File: src/rtl/pwm_timebase.sv
`default_nettype none
// +--------------------------------------------------------------------------+
// | pwm_timebase: prescaled PWM period counter with double-buffered config.  |
// | Revision: 1.0                                                            |
// +--------------------------------------------------------------------------+
module pwm_timebase #(
  parameter int bitwidth           = 10,
  parameter int prescaler_bitwidth = 4
) (
  input  logic                          clock,
  input  logic                          reset,
  input  logic                          enable,
  input  logic                          config_valid,
  output logic                          config_ready,
  input  logic [bitwidth-1:0]           config_period,
  input  logic [bitwidth-1:0]           config_rising,
  input  logic [bitwidth-1:0]           config_falling,
  input  logic [prescaler_bitwidth-1:0] config_prescaler,
  output logic [bitwidth-1:0]           counter,
  output logic [bitwidth-1:0]           tick_number_rising_edge,
  output logic [bitwidth-1:0]           tick_number_falling_edge,
  output logic                          period_start,
  output logic                          update_applied
);

  logic [bitwidth-1:0]           r_counter          = '0;
  logic [prescaler_bitwidth-1:0] r_prescale_count   = '0;
  logic [bitwidth-1:0]           r_active_period    = '1;
  logic [bitwidth-1:0]           r_active_rising    = '0;
  logic [bitwidth-1:0]           r_active_falling   = '0;
  logic [prescaler_bitwidth-1:0] r_active_prescaler = '0;
  logic [bitwidth-1:0]           r_pending_period   = '0;
  logic [bitwidth-1:0]           r_pending_rising   = '0;
  logic [bitwidth-1:0]           r_pending_falling  = '0;
  logic [prescaler_bitwidth-1:0] r_pending_prescaler = '0;
  logic                          r_pending          = 1'b0;
  logic                          r_period_start     = 1'b0;
  logic                          r_update_applied   = 1'b0;

  logic w_tick;
  logic w_wrap;
  logic w_accept;
  logic w_apply;

  assign w_tick   = (r_prescale_count == r_active_prescaler);
  assign w_wrap   = enable && w_tick && (r_counter == r_active_period);
  assign w_accept = config_valid && !r_pending;
  // Only data pending at cycle start may go active; a same-cycle handshake waits.
  assign w_apply  = r_pending && (w_wrap || !enable);

  always_ff @(posedge clock) begin
    if (reset) begin
      r_counter           <= '0;
      r_prescale_count    <= '0;
      r_active_period     <= '1;
      r_active_rising     <= '0;
      r_active_falling    <= '0;
      r_active_prescaler  <= '0;
      r_pending_period    <= '0;
      r_pending_rising    <= '0;
      r_pending_falling   <= '0;
      r_pending_prescaler <= '0;
      r_pending           <= 1'b0;
      r_period_start      <= 1'b0;
      r_update_applied    <= 1'b0;
    end else begin
      r_period_start   <= w_wrap;
      r_update_applied <= w_apply;

      if (!enable) begin
        r_counter        <= '0;
        r_prescale_count <= '0;
      end else if (w_tick) begin
        r_prescale_count <= '0;
        r_counter        <= w_wrap ? '0 : r_counter + 1'b1;
      end else begin
        r_prescale_count <= r_prescale_count + 1'b1;
      end

      if (w_apply) begin
        r_active_period    <= r_pending_period;
        r_active_rising    <= r_pending_rising;
        r_active_falling   <= r_pending_falling;
        r_active_prescaler <= r_pending_prescaler;
        r_pending          <= 1'b0;
      end else if (w_accept) begin
        r_pending_period    <= config_period;
        r_pending_rising    <= config_rising;
        r_pending_falling   <= config_falling;
        r_pending_prescaler <= config_prescaler;
        r_pending           <= 1'b1;
      end
    end
  end

  assign config_ready             = !r_pending;
  assign counter                  = r_counter;
  assign tick_number_rising_edge  = r_active_rising;
  assign tick_number_falling_edge = r_active_falling;
  assign period_start             = r_period_start;
  assign update_applied           = r_update_applied;

endmodule
`default_nettype wire

File: config.mk
export PLATFORM = sky130hd
export DESIGN_NAME = pwm_timebase
export DESIGN_NICKNAME = d
export VERILOG_FILES = /design/src/rtl/pwm_timebase.sv
export SDC_FILE = /design/constraint.sdc
export NUM_CORES = 1
export LEC_CHECK = 0
export BUFFER_PORTS_ARGS = -buffer_cell sky130_fd_sc_hd__clkbuf_2
export CAP_MARGIN = 10
export CORE_MARGIN = 2
export CORE_UTILIZATION = 47
export DETAILED_ROUTE_END_ITERATION = 6
export MAX_ROUTING_LAYER = met4
export PLACE_DENSITY = 0.73
export SLEW_MARGIN = 10
export SYNTH_ARGS = -nofsm -noshare
export SYNTH_HDL_FRONTEND = slang
export SYNTH_SLANG_ARGS = --single-unit
File: constraint.sdc
create_clock -name clock -period 1.8 [get_ports clock]
set_input_delay 0.09 -clock clock [delete_from_list [all_inputs] [get_ports clock]]
set_output_delay 0.09 -clock clock [all_outputs]
set_load 0.02 [all_outputs]
==> qor.txt <==
fin nets - 550
Flop pwr share - 51.5%
Die W - 89 µm
status - finished, violations left
largest net degree at the start of global routing - 82
PD cells - 819 mW/mm²
final wirelength - 9.13 mm
root buffer cell - clkbuf_8
wire per inst - 14.9 µm
Yosys top cell by area - dfxtp_1
initial antenna violation count - 0
share of cells above drive strength 1 - 31.5%
Leak Pwr - 2.01 nW
Peak Freq - 513 MHz
gr usage total - 23.0%
Peak VDD IR - 0.493 mV
# DRC - 0
hold slack final - 0.0687 ns
Slowest cell on crit path - o41ai_4
Yosys top cell area share - 50.1%
CTS tree - done
max_slew headroom - 49.0%
Pwr Total - 3.90 mW
Top-Level Pins - 71
P_sw - 1.04 mW
flop2flop setup slack - -0.15 ns
dpl cells - 549
vias in the first global route - 3004
RSZ-0062 raised after global routing - yes
CP Class - reg -> reg
Vias - 3160
crit-path cells - xnor2_2 > nand4_1 > o41ai_4 > buf_6 > buf_16 > mux2i_1 > nor2_1
post-DP HPWL - 5.02 mm
Final Slew Violations - 0
HP Class - in -> reg
Netlist Area Pre-Place - 0.00340 mm²
Die Height - 89 µm
Syn-to-layout area delta - 40.3%
max cap viols - 0
Yosys reg bits - 85
drt initial violations - 125
die area - 0.00792 mm²
htree depth - 3
DP Worst Slack - -0.0574 ns
element type at the critical path start - flip-flop
top cells by area, synth - dfxtp_1 50%, nand2_1 8.3%, a21oi_1 7.1%
first-pass GRT wire length - 13.7 mm
Final WS setup - -0.150 ns
IO Port Bufs - 70
GPL Wtd Cong - 0.793
worst slew pin tran - 0.765 ns
Period minus WS final - 1.95 ns
Final Non-Filler Cells - 611
Ant. Diodes - 0
switch share - 26.6%
clk slew on worst S/H paths - 0.09 ns
WP data arrival - 2.16 ns
final hold vios - 0
number of enable flip-flop cells after synthesis - 0
combinational power share - 12.6%
Clock Skews - 0.0125 ns
starting density of the core - 49.2%
DR pass1 iterations - 4
violated checks - negative setup slack
type of destination of the critical path - flip-flop
Rows - 30
Util after Layout - 69.0%
Clk network pwr share - 35.9%
slowest cell delay on critical path - 0.40 ns
sequential cell area fraction in the yosys report - 50.1%
Core ar. - 0.00691 mm²
Mean Syn Cell Area - 8.68 µm²
Synth cell types - 34
Worst Path Required - 2.01 ns
Synth Warn # - 0
syn nets - 431
Clock Tree Buf Depth - 2
final setup vio count - 34
Synth async-reset ratio - 0%
Skew-Pair Late Insertion Delay - 0.35 ns
Gate Count Post-Synth - 391
Pint - 2.86 mW
Main synth FF type - dfxtp_1
Remaining Overflow, GRT - 0
period utilisation layout - 108%
Crit Path Max Fanout - 6
Via-to-Cell Ratio - 5.17
antenna viol nets, final - 0
CTS Buf Count - 9
clock sink count - 85
registers in the layout (all words and copies together), names as in the netlist:
signal,cells
r_pending_falling,10
tick_number_falling_edge,10
r_pending_prescaler,4
r_active_period,10
r_prescale_count,4
update_applied,1
r_pending_period,10
r_active_prescaler,4
counter,10
r_pending,1
tick_number_rising_edge,10
period_start,1
r_pending_rising,10
layout make-up:
cell class              instances  area (µm²)
well taps                      96         120
clock inverters                 7        82.6
flip-flops and latches         85        1720
repair buffers                137        1050
multi-input cells             274        1650
fillers                       528        2140
clock buffers                   9         124
inverters                       3        11.3
synthesized netlist by cell type (2+ instances only):
cell type	n
ha_1	2
a21oi_1	48
nand4_1	6
nand3b_1	2
nand3_1	13
nand2_1	75
inv_1	3
nor3_1	15
or3_1	2
mux2i_1	24
or4_1	5
a31o_2	3
dfxtp_1	85
xnor2_1	17
buf_6	2
nor2_1	43
buf_2	5
nor2b_1	3
a311o_1	2
buf_12	2
nand2b_1	2
clkbuf_1	18
and3_1	3
power by group through the flow:
stage | Clock (mW) | Combinational (mW) | Sequential, mW
finish | 1.40 | 0.491 | 2.01
CTS | 1.41 | 0.454 | 2.00
global placement | 0 | 0.347 | 2.04
global route | 1.51 | 0.532 | 2.02
detailed placement | 0 | 0.356 | 2.04
floorplan | 0 | 0.233 | 2.05
worst paths after layout:
kind,start,to,cells past startpoint
worst min register to register,r_pending_falling[8],r_pending_falling[8],2
worst max register to register,r_active_period[4],tick_number_rising_edge[7],7
worst max-delay path,r_active_period[4],tick_number_rising_edge[7],7
worst min-delay path,enable,r_pending,3
layer usage:
metal  track usage (%)  vias to the layer above  wire length [µm]
met5                 -                        -                 0
li1                  -                     1554                 -
met1              28.3                     1511              3890
met2              37.9                       83              4790
met4              9.09                        0               129
met3              3.79                       12               324
critical path, delay by kind of cell (launching register included):
kind	cells	cell delay [ns]
xor gates and xnor gates	1	0.23
muxes	1	0.22
and+or+nand+nor	2	0.24
AOI/OAI and AO/OA	1	0.40
buffers and inverters	2	0.35
DFF	1	0.36
repair_timing:
| action | in CTS | in global routing |
|---|---|---|
| hold endpoints to repair | 34 | 0 |
| cloned | 4 | 2 |
| hold buffers | 34 | 0 |
| setup buffers | 4 | 3 |
| resized for setup | 18 | 27 |
| pin swaps | 10 | 13 |
| endpoints found under the setup margin | 37 | 45 |
kinds of logic (layout without fill, tap and decap cells):
family	Yosys count	in the layout	synth area share, %
mux	24	24	7.07
buf+inv	32	156	5.23
xor+xnor	18	18	4.64
fa+ha+maj	2	2	0.737
simple gates	172	172	22.4
compound gates	58	58	9.80
flops	85	85	50.1
metrics by stage:
step | instance area, µm² | setup TNS (ns)
6_report | 4760 | -3.57
5_1_grt | 4760 | -5.95
4_1_cts | 4610 | -0.00115
3_5_place_dp | 3900 | -1.08
3_3_place_gp | 3900 | 0
2_1_floorplan | 3400 | 0
placed cells by master, fill, tap and decap left out, types with 2 or more instances in the layout:
master	instances
buf_4	21
xnor2_2	10
inv_1	3
buf_12	2
nand3_1	13
ha_1	2
clkbuf_2	70
or4_4	4
nor3_1	13
nand3b_1	2
mux2i_1	24
dlygate4sd3_1	34
clkbuf_8	9
a311o_1	2
xnor2_1	7
a21oi_1	44
nor2_1	42
nor2b_1	2
nand2b_1	2
a21oi_2	4
clkbuf_16	2
nor3_2	3
or3_1	2
buf_6	6
nand4_1	6
a31o_2	3
dfxtp_1	70
nand2_1	75
dfxtp_2	14
and3_1	3
inv_8	2
No activity file was read; power rests on OpenSTA's default activity.
